File: config.mk
export PLATFORM = sky130hd
export DESIGN_NAME = axi4_slave_burst_mem
export DESIGN_NICKNAME = d
export VERILOG_FILES = /design/src/rtl/axi4_slave_burst_mem_pkg.sv /design/src/rtl/axi4_slave_burst_mem_rd_fsm.sv /design/src/rtl/axi4_slave_burst_mem.sv
export SDC_FILE = /design/constraint.sdc
export NUM_CORES = 1
export LEC_CHECK = 0
export CAP_MARGIN = 10
export CORE_MARGIN = 8
export CORE_UTILIZATION = 41
export CTS_BUF_LIST = sky130_fd_sc_hd__clkbuf_4
export DETAILED_ROUTE_END_ITERATION = 12
export PLACE_DENSITY = 0.84
export SETUP_SLACK_MARGIN = 0.15
export SYNTH_ARGS = -nofsm -noshare
export SYNTH_HDL_FRONTEND = slang
export SYNTH_SLANG_ARGS = --single-unit
File: constraint.sdc
create_clock -name ACLK -period 2.55 [get_ports ACLK]
set_input_delay 0.51 -clock ACLK [delete_from_list [all_inputs] [get_ports ACLK]]
set_output_delay 0.51 -clock ACLK [all_outputs]
set_load 0.02 [all_outputs]
File: src/rtl/axi4_slave_burst_mem_pkg.sv
// Shared constants, FSM state types and the burst-legality helper for the
// AXI4 burst-to-RAM slave.
package axi4_slave_burst_mem_pkg;

    localparam logic [1:0] BURST_FIXED = 2'b00;
    localparam logic [1:0] BURST_INCR  = 2'b01;
    localparam logic [1:0] BURST_WRAP  = 2'b10;

    localparam logic [1:0] RESP_OKAY   = 2'b00;
    localparam logic [1:0] RESP_SLVERR = 2'b10;

    localparam logic [2:0] SIZE_4B     = 3'b010;

    typedef enum logic [1:0] {
        WR_IDLE = 2'b00,
        WR_DATA = 2'b01,
        WR_RESP = 2'b10
    } wr_state_t;

    typedef enum logic [1:0] {
        RD_IDLE  = 2'b00,
        RD_FETCH = 2'b01,
        RD_DATA  = 2'b10
    } rd_state_t;

    // Only full-word FIXED/INCR bursts are serviced; anything else completes with SLVERR.
    function automatic logic cfg_err(input logic [2:0] size, input logic [1:0] burst);
        return (size != SIZE_4B) || ((burst != BURST_FIXED) && (burst != BURST_INCR));
    endfunction

endpackage

File: src/rtl/axi4_slave_burst_mem_rd_fsm.sv
// Read channel: accepts AR, issues one RAM read per beat and returns R beats
// (one beat every two cycles).
module axi4_slave_rd_fsm
    import axi4_slave_burst_mem_pkg::*;
#(
    parameter int AW     = 32,
    parameter int DW     = 32,
    parameter int MEM_AW = 10
)(
    input  logic              clk,
    input  logic              rst_n,
    input  logic              i_arid,
    input  logic [AW-1:0]     i_araddr,
    input  logic [7:0]        i_arlen,
    input  logic [2:0]        i_arsize,
    input  logic [1:0]        i_arburst,
    input  logic              i_arvalid,
    output logic              o_arready,
    output logic              o_rid,
    output logic [DW-1:0]     o_rdata,
    output logic [1:0]        o_rresp,
    output logic              o_rlast,
    output logic              o_rvalid,
    input  logic              i_rready,
    output logic              o_mem_re,
    output logic [MEM_AW-1:0] o_mem_raddr,
    input  logic [DW-1:0]     i_mem_rdata
);

    localparam logic [MEM_AW-1:0] ADDR_ONE = {{(MEM_AW-1){1'b0}}, 1'b1};

    rd_state_t         r_state;
    rd_state_t         w_state_nxt;
    logic              r_id;
    logic              r_err;
    logic              r_fixed;
    logic              r_first;
    logic [7:0]        r_len;
    logic [7:0]        r_beat;
    logic [MEM_AW-1:0] r_addr;
    logic [DW-1:0]     r_hold;
    logic              w_ar_fire;
    logic              w_r_fire;
    logic              w_last;
    logic [DW-1:0]     w_rdata;
    logic              w_unused;

    assign w_ar_fire = (r_state == RD_IDLE) && i_arvalid;
    assign w_r_fire  = (r_state == RD_DATA) && i_rready;
    assign w_last    = (r_beat == r_len);
    assign w_rdata   = r_err ? {DW{1'b0}} : i_mem_rdata;
    assign w_unused  = ^{i_araddr[AW-1:MEM_AW+2], i_araddr[1:0]};

    // Next-state decode for the read channel.
    always_comb begin
        w_state_nxt = r_state;
        case (r_state)
            RD_IDLE: begin
                if (i_arvalid) w_state_nxt = RD_FETCH;
                else           w_state_nxt = RD_IDLE;
            end
            RD_FETCH: w_state_nxt = RD_DATA;
            RD_DATA: begin
                if (i_rready) w_state_nxt = w_last ? RD_IDLE : RD_FETCH;
                else          w_state_nxt = RD_DATA;
            end
            default: w_state_nxt = RD_IDLE;
        endcase
    end

    // Read state register.
    always_ff @(posedge clk or negedge rst_n) begin
        if (!rst_n) r_state <= RD_IDLE;
        else        r_state <= w_state_nxt;
    end

    // Burst bookkeeping and hold register for stalled R beats.
    always_ff @(posedge clk or negedge rst_n) begin
        if (!rst_n) begin
            r_id    <= 1'b0;
            r_err   <= 1'b0;
            r_fixed <= 1'b0;
            r_first <= 1'b0;
            r_len   <= 8'd0;
            r_beat  <= 8'd0;
            r_addr  <= {MEM_AW{1'b0}};
            r_hold  <= {DW{1'b0}};
        end else begin
            if (w_ar_fire) begin
                r_id    <= i_arid;
                r_len   <= i_arlen;
                r_beat  <= 8'd0;
                r_addr  <= i_araddr[MEM_AW+1:2];
                r_err   <= cfg_err(i_arsize, i_arburst);
                r_fixed <= (i_arburst == BURST_FIXED);
            end else if (w_r_fire && !w_last) begin
                r_beat <= r_beat + 8'd1;
                if (!r_fixed) r_addr <= r_addr + ADDR_ONE;
            end
            r_first <= (r_state == RD_FETCH);
            // RAM data is only guaranteed on the first DATA cycle; keep it for stalls.
            if ((r_state == RD_DATA) && r_first) r_hold <= w_rdata;
        end
    end

    assign o_arready   = (r_state == RD_IDLE);
    assign o_rvalid    = (r_state == RD_DATA);
    assign o_rid       = r_id;
    assign o_rlast     = o_rvalid && w_last;
    assign o_rresp     = (o_rvalid && r_err) ? RESP_SLVERR : RESP_OKAY;
    assign o_rdata     = !o_rvalid ? {DW{1'b0}} : (r_first ? w_rdata : r_hold);
    assign o_mem_re    = (r_state == RD_FETCH) && !r_err;
    assign o_mem_raddr = (r_state == RD_FETCH) ? r_addr : {MEM_AW{1'b0}};

endmodule

File: src/rtl/axi4_slave_burst_mem.sv
// AXI4 slave mapping FIXED/INCR bursts onto a dual-port word RAM; the write
// channel lives here, the read channel in axi4_slave_rd_fsm.
module axi4_slave_burst_mem
    import axi4_slave_burst_mem_pkg::*;
#(
    parameter int C_S_AXI_ADDR_WIDTH = 32,
    parameter int C_S_AXI_DATA_WIDTH = 32,
    parameter int C_MEM_ADDR_WIDTH   = 10
)(
    input  logic                            ACLK,
    input  logic                            ARESETN,
    input  logic                            S_AXI_AWID,
    input  logic [C_S_AXI_ADDR_WIDTH-1:0]   S_AXI_AWADDR,
    input  logic [7:0]                      S_AXI_AWLEN,
    input  logic [2:0]                      S_AXI_AWSIZE,
    input  logic [1:0]                      S_AXI_AWBURST,
    input  logic                            S_AXI_AWVALID,
    output logic                            S_AXI_AWREADY,
    input  logic [C_S_AXI_DATA_WIDTH-1:0]   S_AXI_WDATA,
    input  logic [C_S_AXI_DATA_WIDTH/8-1:0] S_AXI_WSTRB,
    input  logic                            S_AXI_WLAST,
    input  logic                            S_AXI_WVALID,
    output logic                            S_AXI_WREADY,
    output logic                            S_AXI_BID,
    output logic [1:0]                      S_AXI_BRESP,
    output logic                            S_AXI_BUSER,
    output logic                            S_AXI_BVALID,
    input  logic                            S_AXI_BREADY,
    input  logic                            S_AXI_ARID,
    input  logic [C_S_AXI_ADDR_WIDTH-1:0]   S_AXI_ARADDR,
    input  logic [7:0]                      S_AXI_ARLEN,
    input  logic [2:0]                      S_AXI_ARSIZE,
    input  logic [1:0]                      S_AXI_ARBURST,
    input  logic                            S_AXI_ARVALID,
    output logic                            S_AXI_ARREADY,
    output logic                            S_AXI_RID,
    output logic [C_S_AXI_DATA_WIDTH-1:0]   S_AXI_RDATA,
    output logic [1:0]                      S_AXI_RRESP,
    output logic                            S_AXI_RLAST,
    output logic                            S_AXI_RUSER,
    output logic                            S_AXI_RVALID,
    input  logic                            S_AXI_RREADY,
    output logic                            mem_we,
    output logic [C_MEM_ADDR_WIDTH-1:0]     mem_waddr,
    output logic [C_S_AXI_DATA_WIDTH-1:0]   mem_wdata,
    output logic [C_S_AXI_DATA_WIDTH/8-1:0] mem_wstrb,
    output logic                            mem_re,
    output logic [C_MEM_ADDR_WIDTH-1:0]     mem_raddr,
    input  logic [C_S_AXI_DATA_WIDTH-1:0]   mem_rdata
);

    localparam int                          SW       = C_S_AXI_DATA_WIDTH / 8;
    localparam logic [C_MEM_ADDR_WIDTH-1:0] ADDR_ONE = {{(C_MEM_ADDR_WIDTH-1){1'b0}}, 1'b1};

    wr_state_t                   r_wr_state;
    wr_state_t                   w_wr_state_nxt;
    logic                        r_wr_id;
    logic                        r_wr_err;
    logic                        r_wr_fixed;
    logic [7:0]                  r_wr_len;
    logic [7:0]                  r_wr_beat;
    logic [C_MEM_ADDR_WIDTH-1:0] r_wr_addr;
    logic                        w_aw_fire;
    logic                        w_w_fire;
    logic                        w_len_hit;
    logic                        w_w_last;
    logic                        w_unused;

    assign w_aw_fire = (r_wr_state == WR_IDLE) && S_AXI_AWVALID;
    assign w_w_fire  = (r_wr_state == WR_DATA) && S_AXI_WVALID;
    assign w_len_hit = (r_wr_beat == r_wr_len);
    // A burst ends on whichever comes first: WLAST or the AWLEN count.
    assign w_w_last  = S_AXI_WLAST || w_len_hit;
    assign w_unused  = ^{S_AXI_AWADDR[C_S_AXI_ADDR_WIDTH-1:C_MEM_ADDR_WIDTH+2], S_AXI_AWADDR[1:0]};

    // Next-state decode for the write channel.
    always_comb begin
        w_wr_state_nxt = r_wr_state;
        case (r_wr_state)
            WR_IDLE: begin
                if (S_AXI_AWVALID) w_wr_state_nxt = WR_DATA;
                else               w_wr_state_nxt = WR_IDLE;
            end
            WR_DATA: begin
                if (w_w_fire && w_w_last) w_wr_state_nxt = WR_RESP;
                else                      w_wr_state_nxt = WR_DATA;
            end
            WR_RESP: begin
                if (S_AXI_BREADY) w_wr_state_nxt = WR_IDLE;
                else              w_wr_state_nxt = WR_RESP;
            end
            default: w_wr_state_nxt = WR_IDLE;
        endcase
    end

    // Write state register.
    always_ff @(posedge ACLK or negedge ARESETN) begin
        if (!ARESETN) r_wr_state <= WR_IDLE;
        else          r_wr_state <= w_wr_state_nxt;
    end

    // Write burst bookkeeping: latched AW fields, beat counter, running address, error.
    always_ff @(posedge ACLK or negedge ARESETN) begin
        if (!ARESETN) begin
            r_wr_id    <= 1'b0;
            r_wr_err   <= 1'b0;
            r_wr_fixed <= 1'b0;
            r_wr_len   <= 8'd0;
            r_wr_beat  <= 8'd0;
            r_wr_addr  <= {C_MEM_ADDR_WIDTH{1'b0}};
        end else if (w_aw_fire) begin
            r_wr_id    <= S_AXI_AWID;
            r_wr_len   <= S_AXI_AWLEN;
            r_wr_beat  <= 8'd0;
            r_wr_addr  <= S_AXI_AWADDR[C_MEM_ADDR_WIDTH+1:2];
            r_wr_err   <= cfg_err(S_AXI_AWSIZE, S_AXI_AWBURST);
            r_wr_fixed <= (S_AXI_AWBURST == BURST_FIXED);
        end else if (w_w_fire) begin
            r_wr_beat <= r_wr_beat + 8'd1;
            if (!r_wr_fixed) r_wr_addr <= r_wr_addr + ADDR_ONE;
            if (w_w_last) r_wr_err <= r_wr_err || (S_AXI_WLAST != w_len_hit);
        end
    end

    assign S_AXI_AWREADY = (r_wr_state == WR_IDLE);
    assign S_AXI_WREADY  = (r_wr_state == WR_DATA);
    assign S_AXI_BVALID  = (r_wr_state == WR_RESP);
    assign S_AXI_BID     = r_wr_id;
    assign S_AXI_BRESP   = (S_AXI_BVALID && r_wr_err) ? RESP_SLVERR : RESP_OKAY;
    assign S_AXI_BUSER   = 1'b0;

    assign mem_we    = w_w_fire && !r_wr_err;
    assign mem_waddr = w_w_fire ? r_wr_addr   : {C_MEM_ADDR_WIDTH{1'b0}};
    assign mem_wdata = w_w_fire ? S_AXI_WDATA : {C_S_AXI_DATA_WIDTH{1'b0}};
    assign mem_wstrb = w_w_fire ? S_AXI_WSTRB : {SW{1'b0}};

    assign S_AXI_RUSER = 1'b0;

    axi4_slave_rd_fsm #(
        .AW     (C_S_AXI_ADDR_WIDTH),
        .DW     (C_S_AXI_DATA_WIDTH),
        .MEM_AW (C_MEM_ADDR_WIDTH)
    ) u_rd_fsm (
        .clk         (ACLK),
        .rst_n       (ARESETN),
        .i_arid      (S_AXI_ARID),
        .i_araddr    (S_AXI_ARADDR),
        .i_arlen     (S_AXI_ARLEN),
        .i_arsize    (S_AXI_ARSIZE),
        .i_arburst   (S_AXI_ARBURST),
        .i_arvalid   (S_AXI_ARVALID),
        .o_arready   (S_AXI_ARREADY),
        .o_rid       (S_AXI_RID),
        .o_rdata     (S_AXI_RDATA),
        .o_rresp     (S_AXI_RRESP),
        .o_rlast     (S_AXI_RLAST),
        .o_rvalid    (S_AXI_RVALID),
        .i_rready    (S_AXI_RREADY),
        .o_mem_re    (mem_re),
        .o_mem_raddr (mem_raddr),
        .i_mem_rdata (mem_rdata)
    );

endmodule

Yosys cells after proc, flatten, opt, wreduce, memory -nomap -nowiden:

Index checks and enable logic that the tools add are counted.

* bits in registers: 95
* input bits: 168
* logic and storage cells: 96

* add/sub/neg operators: 4
* equality and inequality tests: 13
* muxes and demuxes: 30
* reductions and logical operators: 33

Operator list (number)
* 2-to-1 mux 32 bit: 4
* 2-to-1 mux 10 bit: 8
* 2-to-1 mux 8 bit: 4
* adder 10 x 1 -> 10 bit, second input constant: 2
* adder 8 x 1 -> 8 bit, second input constant: 2
* == test 8 bit: 2
* logical AND 1 bit: 14
* one-hot mux 2 bit (3 select lines): 2
* 2-to-1 mux 2 bit: 5
* nonzero test 2 bit: 5
* zero test 2 bit: 4
* 2-to-1 mux 1 bit: 6
* inequality test 2 x 1 -> 1 bit, second input constant: 3
* inequality test 3 x 2 -> 1 bit, second input constant: 2
* AND reduction 2 bit: 3
* == test 2 x 1 -> 1 bit, second input constant: 2
* == test 2 bit, second input constant: 2
* logical OR 1 bit: 4
* 2-to-1 mux 4 bit: 1
* zero test 1 bit: 3
* inequality test 2 bit, second input constant: 1
* inequality test 1 bit: 1

Depth between registers and ports, before layout:

* depth after elaboration: 6
* gate-level depth with buffers: 8
* mapped depth without buffers: 7

By module:

A second synthesis with hierarchy kept.

* cells, all modules: 539
* area total of the unflattened synthesis: 5163.7 µm²

By module, submodules not included
* axi4_slave_rd_fsm: times used 1, cells an instance 299, area an instance 3188.1 µm², sequential area each 1601.5 µm²
* axi4_slave_burst_mem: times used 1, cells an instance 240, area an instance 1975.6 µm², sequential area each 775.7 µm²

Worst setup path before layout:

No wires, ideal clock.

* path kind: flip-flop to output port
* start: register u_rd_fsm.r_state[0]
* end: output port S_AXI_RDATA[23]
* arrival: 1.804 ns
* setup slack: 0.236 ns
* cell stages (with the launch flop): 7
* path buffers: 1
* path through: dfrtp_1 -> nand2b_1 -> clkinv_1 -> nand2_1 -> nor2_1 -> clkbuf_1 -> a22o_1

* longest elaborated chain between the ends: 2

RTL lines
* start, declared: RTL line axi4_slave_burst_mem_rd_fsm.sv:32 `rd_state_t r_state;`
* start signal, assigned: RTL line axi4_slave_burst_mem_rd_fsm.sv:74 `else r_state <= w_state_nxt;`
* == test 2 bit: RTL line axi4_slave_burst_mem_rd_fsm.sv:107 `assign o_rvalid = (r_state == RD_DATA);`
* named net S_AXI_RVALID: RTL line axi4_slave_burst_mem.sv:41 `output logic S_AXI_RVALID,`
* 2-to-1 mux 32 bit: RTL line axi4_slave_burst_mem_rd_fsm.sv:111 `assign o_rdata = !o_rvalid ? {DW{1'b0}} : (r_first ? w_rdata : r_hold);`
* end, declared: RTL line axi4_slave_burst_mem.sv:37 `output logic [C_S_AXI_DATA_WIDTH-1:0] S_AXI_RDATA,`

The timed path passes the listed nets, and every way through them passes these cells.

Worst setup path after layout:

* start: register u_rd_fsm.r_state[0]
* end: output port S_AXI_RDATA[25]

* longest elaborated chain between the ends: 2

RTL lines (RTL line)
* == test 2 bit: axi4_slave_burst_mem_rd_fsm.sv:107
* 2-to-1 mux 32 bit: axi4_slave_burst_mem_rd_fsm.sv:111

No other way between the ends.

==> summary.md <==
| Metric | Value |
|---|---|
| RSZ-0062 raised after global routing | `yes` |
| Worst-path maximum fanout | `16` |
| Mapped Avg Cell Area | `9.39 µm²` |
| Pins Over Slew Limit | `0` |
| Die ar. | `~0.016 mm²` |
| Placed Area | `~0.0076 mm²` |
| Critical Path RT | `2.04 ns` |
| Netlist Area Pre-Place | `0.00507 mm²` |
| Clock Latency Late Sink | `roughly 0.45 ns` |
| Crit-path cells | `nand2b_4, clkinv_1, nand2_2, nor2_4, clkbuf_16, a22o_1, buf_2` |
| Final Power | `~6700 µW` |
| Total CTS buffers | `9` |
| Top-Level Pins | `272` |
| Clk sink count | `95` |
| Worst vdd ir | `about 0.5 mV` |
| Final period utilization | `between 90% and 100%` |
| Nets | `between 900 and 1,000` |
| Yosys cell types | `44` |
| Ant. Diodes | `0` |
| Final Setup Violations | `0` |
| Critical-path top delay cell | `dfrtp_1` |
| Final Hold Fails | `0` |
| Core area | `0.0121 mm²` |
| Final Instance Area | `between 0.007 and 0.008 mm²` |
| Synth top area cells | `dfrtp_1 (47%), a22o_1 (11%), nand2_1 (6.5%)` |
| Die H | `roughly 130 µm` |
| CTS max path bufs | `2` |
| Layout area overhead | `46.9%` |
| First-pass GRT wire length | `26,000 µm` |
| Row count | `40` |
| Pleak | `0.00374 µW` |
| Post-DR wirelength/cell | `17.9 µm` |
| CTS tree | `built` |
| Vias/cell | `between 5 and 6` |
| # DRC | `0` |
| PortBufs | `223` |
| # H-tree levels | `3` |
| Setup TNS | `0 ns` |
| Die width | `roughly 130 µm` |
| Rel. slew slack | `between 50% and 60%` |
| Status | `complete, no violations` |
| Largest net degree at the start of global routing | `between 40 and 50` |
| Max-Cap Viols | `0` |
| GP Congestion | `roughly 0.81` |
| Yosys warns | `0` |
| Critical Path AT | `around 1.9 ns` |
| Via count | `between 5,000 and 6,000` |
| Initial antenna violation count | `0` |
| Cells after Synth | `540` |
| Grt ovf | `0` |
| CP startpoint kind | `flop` |
| Largest stage delay on the critical path | `between 0.4 and 0.5 ns` |
| Seq/Total Area, Yosys | `46.9%` |
| Clk root buf | `clkbuf_4` |
| Number of global-route vias before repair | `5,045` |
| Commonest non-fill, non-tap cell in the layout | `clkdlybuf4s50_1` |
| DP HPWL | `12,000 µm` |
| Drt first-iter violations | `around 270` |
| Worst hold path class | `primary input to asynchronous set/reset pin` |
| Initial Utilization | `a little over two fifths` |
| Most frequent cells in the layout | `clkdlybuf4s50_1 (125), dfrtp_1 (94), nand2_1 (87)` |
| Slew @ Worst Pin | `between 0.6 and 0.7 ns` |
| Leading area contributor after synthesis | `dfrtp_1` |
| GR Util All Layers | `between 10% and 20%` |
| Skew final | `0.0146 ns` |
| Kind of critical path | `flop to output port` |
| Share of Yosys cell area claimed by the top area cell type | `46.9%` |
| Routed wire length | `approximately 17,000 µm` |
| Worst setup EP type | `output port` |
| Post-route ant nets | `0` |
| 1st-pass router iterations | `5` |
| P per Cell Area | `905 mW/mm²` |
| Share of cells above drive strength 1 | `between 15 and 20%` |
| Clock slew at reported path FFs | `roughly 0.16 ns` |
| Final Util | `between 60 and 70%` |
| Final hold slack | `0.436 ns` |
| Fmax | `between 400 and 500 MHz` |
| Tmin final | `approximately 2.4 ns` |
| Yosys reg bits | `95` |
-- synthesized netlist by cell type (all sizes together) --
cell type / instances
a211oi: 3
dfrtp: 95
a2111oi: 2
nand3b: 2
and3: 50
a22o: 65
o31ai: 11
and4b: 1
ha: 5
inv: 7
o21a: 1
o22ai: 1
a21o: 2
nor2: 25
nor2b: 2
buf: 8
conb: 1
clkbuf: 33
nand4: 6
nand2: 88
nand2b: 4
o21ai: 19
nor4b: 2
or4: 5
clkinv: 1
and4: 2
nor4: 5
nand3: 17
xor2: 22
o211ai: 3
a21oi: 16
a31o: 1
a31oi: 5
nor3: 3
or3: 1
a221o: 1
and2: 16
xnor2: 9
-- metrics by stage --
stage                     setup WS, ns  instances
after floorplan                  0.236        543
after global placement          0.0103        912
after detailed placement      -0.00505        912
after CTS                        0.126        932
after global routing            0.0359        937
final                            0.179        937
-- final timing paths --
kind	startpoint	slack [ns]	endpoint	depth (start not counted)
min	ARESETN	0.44	u_rd_fsm.r_addr[3]	2
min in group ACLK	S_AXI_BID	0.49	S_AXI_BID	2
max	u_rd_fsm.r_state[0]	0.18	S_AXI_RDATA[25]	7
max in group asynchronous	ARESETN	1.37	u_rd_fsm.r_hold[29]	3
min reg2reg	S_AXI_BID	0.49	S_AXI_BID	2
max reg2reg	u_rd_fsm.r_beat[7]	0.33	u_rd_fsm.r_beat[4]	8
-- sequential cells by signal, summed over array words and instances, names as in the netlist --
register	count
u_rd_fsm.r_hold	32
r_wr_fixed	1
u_rd_fsm.r_err	1
u_rd_fsm.r_first	1
u_rd_fsm.r_addr	10
r_wr_state	2
r_wr_beat	8
S_AXI_BID	1
u_rd_fsm.o_rid	1
u_rd_fsm.r_beat	8
r_wr_err	1
r_wr_addr	10
r_wr_len	8
u_rd_fsm.r_state	2
u_rd_fsm.r_len	8
u_rd_fsm.r_fixed	1
-- cell families (layout without fill, tap and decap cells) --
logic type      after synthesis  after routing  synth area share [%]
other cells                   1              4                0.0739
compound gates              130            130                  19.1
fa+ha+maj                     5              5                  1.23
buf+inv                      49            275                  4.19
simple gates                229            229                  23.0
xor+xnor                     31             31                  5.50
flops                        95             95                  46.9
-- power breakdown --
group          internal [µW]  switching (µW)
Sequential              2090             529
Clock                    322             521
Combinational           1470            1820
Total                   3870            2870
-- what timing repair did --
action,in CTS,in global routing
hold buffers,1,0
setup endpoints to repair,94,85
endpoints found under the hold margin,15,0
gates cloned,1,3
buffers inserted,2,2
pin swaps,2,2
gates resized for setup,284,54
-- layer usage --
layer / vias up / global-route usage, % / wire length (µm)
met5: - / 0 / 0
li1: 2380 / - / -
met3: 24 / 5.20 / 935
met4: 0 / 5.81 / 276
met1: 2457 / 23.0 / 7180
met2: 184 / 34.7 / 8360
-- cell type report --
type | count | area (µm²)
fill | 1015 | 4610
clock inverter | 5 | 57.6
sequential | 95 | 2380
inverter | 8 | 32.5
timing repair buffer | 251 | 2170
multi-input combinational | 399 | 2510
clock buffer | 11 | 82.6
tap | 168 | 210
-- critical path, delay by kind of cell, from the launching register on --
kind | cells | cell delay (ns)
compound gates | 1 | 0.15
buf+inv | 3 | 0.43
simple gates | 3 | 0.41
flops | 1 | 0.43
(Power assumes the default switching activity.)
==> edit 1 (config.mk and constraints unchanged) <==
`C_MEM_ADDR_WIDTH`: 10 -> 9.
--- a/src/rtl/axi4_slave_burst_mem.sv
+++ b/src/rtl/axi4_slave_burst_mem.sv
@@ -6,5 +6,5 @@
     parameter int C_S_AXI_ADDR_WIDTH = 32,
     parameter int C_S_AXI_DATA_WIDTH = 32,
-    parameter int C_MEM_ADDR_WIDTH   = 10
+    parameter int C_MEM_ADDR_WIDTH   = 9
 )(
     input  logic                            ACLK,
Ports: changed (resized mem_raddr and mem_waddr); port bits go from 272 to 270. No check against the original RTL was run, so the function may have changed too.
==> edit 1 against the unedited design <==
  * Wire length shrank 5.2%
  * Sequential cell count decreased by 2
  * Power shrank 3.4%
  * Synthesized cell count decreased by 5.9%
  * Clock power decreased by 7.6%
  * Synthesized area decreased by 3.4%
  * Worst setup slack got worse by 0.031 ns
  * Cell area rose by 2.3%
  * Largest cell class is now non-clock buffers
  * Largest power group unchanged
==> edit 1: results (changes against the unedited design) <==
| Metric | Value |
|---|---|
| Status | `finished, final reports clean (unchanged)` |
| Post-synthesis sequential area ratio | `47.49% (was 46.87%)` |
| Nets | `915 (was 937)` |
| Routability-driven placement congestion ratio | `0.8725 (was 0.8076)` |
| Worst skew pair latency | `~0.44 ns` |
| Global-route wire length before repair | `24.92 mm (was 25.99 mm)` |
| Place WS | `-0.2456 ns (was -0.005050 ns)` |
| Largest regs | `u_rd_fsm.r_hold: 32 flops, r_wr_addr: 9 flops, u_rd_fsm.r_addr: 9 flops (was u_rd_fsm.r_hold: 32 flops, r_wr_addr: 10 flops, u_rd_fsm.r_addr: 10 flops)` |
| Fillers | `973 (was 1015)` |
| Peak VDD IR | `0.4494 mV (was 0.5054 mV)` |
| Placed Area | `7307 um2 (was 7556 um2)` |
| Post-synthesis compound-gate area fraction | `17.92% (was 19.09%)` |
| Vias in the first global route | `4816 (was 5045)` |
| Max_slew headroom | `57.93% (was 52.64%)` |
| Clock slew at reported path FFs | `0.14 ns (was 0.16 ns)` |
| Share of cells above drive strength 1 | `19.28% (was 17.30%)` |
| Total CTS buffers | `9 (unchanged)` |
| Max-cap viol count | `0 (unchanged)` |
| I/O Buffers | `219 (was 223)` |
| P_leak | `3.560 nW (was 3.740 nW)` |
| Reg2Reg Launch Point | `u_rd_fsm.r_beat[4] (was u_rd_fsm.r_beat[7])` |
| Number of antenna diodes | `0 (unchanged)` |
| Final hold slack | `0.04395 ns (was 0.4359 ns)` |
| 1st-iter DRT viols | `375 (was 273)` |
| RR Endpoint | `u_rd_fsm.r_addr[3] (was u_rd_fsm.r_beat[4])` |
| Synth Area in Adders | `1.276% (was 1.233%)` |
| Arr. time, crit path | `1.89 ns (was 1.86 ns)` |
| Largest net degree at the start of global routing | `51 (was 49)` |
| Total Routed Length | `15.88 mm (was 16.75 mm)` |
| Distinct cells, synth | `46 (was 44)` |
| Post-synthesis mux area share | `0.4085% (was 0%)` |
| Root Buffer | `clkbuf_4 (unchanged)` |
| Clock tree buffer depth | `2 (unchanged)` |
| Routed vias/inst | `5.261 (was 5.384)` |
| Reg2reg path depth | `6 (was 8)` |
| First drt pass iteration count | `4 (was 5)` |
| Main area contributors after synthesis | `dfrtp_1, a22o_1, and2_1, nand2_1, xor2_1 (was dfrtp_1, a22o_1, nand2_1, and3_1, xor2_1)` |
| Most frequent cells after synthesis | `dfrtp_1, nand2_1, a22o_1, and2_1, nor2_1 (was dfrtp_1, nand2_1, a22o_1, and3_1, clkbuf_1)` |
| Total GRT Usage | `19.19% (was 19.71%)` |
| Xor/xnor share of the synthesized area | `5.897% (was 5.501%)` |
| Worst clock skew | `0.01175 ns (was 0.01458 ns)` |
| Hpwl dp | `11.08 mm (was 12.03 mm)` |
| Reg2reg setup slack | `0.42 ns (was 0.33 ns)` |
## edit 1: cell count changes after synthesis, sizes merged, moves of 8 or more
| cell | unedited run | this run |
|---|---|---|
| nand2 | 88 | 80 |
| a21oi | 16 | 6 |
| and3 | 50 | 4 |
| clkbuf | 33 | 22 |
| and2 | 16 | 55 |
## edit 1: cell families after synthesis
family / count (synthesis)
XOR/XNOR: 33
buffers and inverters: 45
AND/OR/NAND/NOR: 217
multiplexers: 2
AO/OA/AOI/OAI: 112
other: 1
adder cells (fa/ha/maj): 5
flip-flops: 93
## edit 1: where the power goes
group | internal [W] | switching, W
combinational | 0.00155 | 0.00168
clock | 0.000300 | 0.000481
sequential | 0.00204 | 0.000469
## edit 1: worst max path at each step
stage / from / slack (ns) / endpoint
after floorplan: u_rd_fsm.r_state[0] / 0.35 / S_AXI_RDATA[10]
after global placement: S_AXI_WVALID / -0.20 / mem_waddr[1]
after detailed placement: S_AXI_WVALID / -0.25 / mem_waddr[0]
after CTS: u_rd_fsm.r_state[0] / 0.0009 / S_AXI_RDATA[3]
after global routing: u_rd_fsm.r_state[0] / 0.09 / S_AXI_RDATA[8]
final: S_AXI_WVALID / 0.15 / mem_wdata[29]
## edit 1: area by class of cell
class,instances,area [um2],area share [%]
tap,147,183.9,2.414
inverter,10,40.04,0.5255
clock buffer,10,75.07,0.9854
sequential,93,2328,30.56
clock inverter,6,53.80,0.7062
timing repair buffer,255,2517,33.04
multi-input combinational,373,2420,31.76
## edit 1: critical path, stage by stage
cell             delay (ns)
clkdlybuf4s50_1        0.48
and3b_2                0.31
clkbuf_16              0.20
and2_1                 0.12
clkdlybuf4s15_2        0.27
## edit 1: through the flow
stage,cells,total power (W)
2_1_floorplan,511,0.004256
3_3_place_gp,860,0.005480
3_5_place_dp,860,0.005596
4_1_cts,883,0.006353
5_1_grt,894,0.006938
6_report,894,0.006509
## edit 1: repair_timing
| item | 4_1_cts | 5_1_grt |
|---|---|---|
| resized for setup | 289 | 65 |
| endpoints found under the setup margin | 87 | 82 |
| setup buffers | 4 | 7 |
| cloned | 3 | 4 |
| pin swaps | 3 | 14 |
| endpoints found under the hold margin | 0 | 0 |
| hold buffers | 0 | 0 |
## edit 1: routing by layer
| metal | part of all wire [%] | GRT usage (%) |
|---|---|---|
| met5 | 0 | 0 |
| met4 | 1.3 | 5.659 |
| met3 | 5.3 | 4.377 |
| met2 | 50 | 32.50 |
| met1 | 43 | 23.90 |
==> edit 2 (config.mk and constraints unchanged) <==
Without the edit above. Encoding of `rd_state_t`: now one-hot (3 bits for 3 states).
--- a/src/rtl/axi4_slave_burst_mem_pkg.sv
+++ b/src/rtl/axi4_slave_burst_mem_pkg.sv
@@ -18,8 +18,8 @@
     } wr_state_t;
 
-    typedef enum logic [1:0] {
-        RD_IDLE  = 2'b00,
-        RD_FETCH = 2'b01,
-        RD_DATA  = 2'b10
+    typedef enum logic [2:0] {
+        RD_IDLE  = 3'b001,
+        RD_FETCH = 3'b010,
+        RD_DATA  = 3'b100
     } rd_state_t;
 
Function: same outputs for any inputs over 4 cycles, from zero or initial values and one cycle with ARESETN low; so few cycles prove little.
==> edit 2 against the unedited design <==
  * Synthesized area rose by 2.7%
  * Final cell count grew 3.1%
  * The flow now finishes with violations (negative setup slack)
  * Sequential power shrank 8.0%
  * Critical endpoint is now S_AXI_RDATA[5]
  * Power fell by 11%
  * Sequential cell count rose by 1
  * Cell area rose by 7.6%
  * Worst setup slack got worse by 0.21 ns
  * Non-clock buffer count up 18
  * Clock skew is 0.0017 ns lower
  * Wire length grew 8.5%
  * Die area up 2.4%
==> edit 2: results (changes against the unedited design) <==
| Metric | Value |
|---|---|
| Reg2Reg Launch Point | `u_rd_fsm.r_state[0] (was u_rd_fsm.r_beat[7])` |
| WL/cell | `18.82 um (was 17.88 um)` |
| Crit path to | `S_AXI_RDATA[5] (was S_AXI_RDATA[25])` |
| Status | `finished with violations (was finished, final reports clean)` |
| Register area | `2404 um2 (was 2379 um2)` |
| Setup Viol. Count Final | `20 (was 0)` |
| Fillers | `1029 (was 1015)` |
| P_leak | `3.935 nW (was 3.740 nW)` |
| Tightest Pin Transition | `0.5979 ns (was 0.6924 ns)` |
| Failing checks | `negative setup slack` |
| PD cells | `752.1 nW/um2 (was 904.9 nW/um2)` |
| Post-cts sizing count | `345 (was 284)` |
| Main area contributors after synthesis | `dfrtp_1, a22o_1, and3_1, nand2_1, xor2_1 (was dfrtp_1, a22o_1, nand2_1, and3_1, xor2_1)` |
| Initial antenna violation count | `1 (was 0)` |
| Final Worst Setup Slack | `-0.03073 ns (was 0.1786 ns)` |
| Vias in the first global route | `5160 (was 5045)` |
| Arr. time, crit path | `2.07 ns (was 1.86 ns)` |
| Setup TNS | `-0.3401 ns (was 0 ns)` |
| Reg2reg path depth | `7 (was 8)` |
| Post-synthesis sequential area ratio | `46.13% (was 46.87%)` |
| Most frequent cells after synthesis | `dfrtp_1, nand2_1, a22o_1, and3_1, nor2_1 (was dfrtp_1, nand2_1, a22o_1, and3_1, clkbuf_1)` |
| Routed vias/inst | `5.369 (was 5.384)` |
| Crit path max fanout | `11 (was 16)` |
| Place WS | `-0.1073 ns (was -0.005050 ns)` |
| Largest net degree at the start of global routing | `48 (was 49)` |
| CP max-delay cell | `or3b_4 (was dfrtp_1)` |
| Dpl cells | `929 (was 912)` |
| Reg2reg setup slack | `0.53 ns (was 0.33 ns)` |
| Cell family with most CP delay | `simple AND/OR/NAND/NOR gates (was buffers and inverters)` |
## edit 2: area by class of cell
cell class | count | share of cell area, %
antenna | 1 | 0.03121
inverter | 6 | 0.3433
multi-input combinational | 406 | 32.49
tap | 172 | 2.684
clock inverter | 4 | 0.5774
timing repair buffer | 269 | 32.77
sequential | 96 | 29.98
clock buffer | 12 | 1.124
## edit 2: per-layer routing
metal / GRT usage [%] / up-vias / wire length (um)
li1: - / 2446 / -
met1: 24.25 / 2533 / 7270
met2: 35.84 / 175 / 9306
met3: 4.592 / 32 / 1125
met4: 8.155 / 0 / 478
met5: 0 / - / 0
## edit 2: cell families (layout without fill, tap and decap cells)
family                   Yosys count  after routing  share of synthesized area, %
other                              1              5                       0.07198
XOR/XNOR                          33             33                         5.547
AO/OA/AOI/OAI                    129            129                         18.35
adder cells (fa/ha/maj)            5              5                         1.201
AND/OR/NAND/NOR                  234            234                         23.34
flip-flops                        96             96                         46.13
multiplexers                       1              1                        0.1921
buffers and inverters             50            291                         5.163
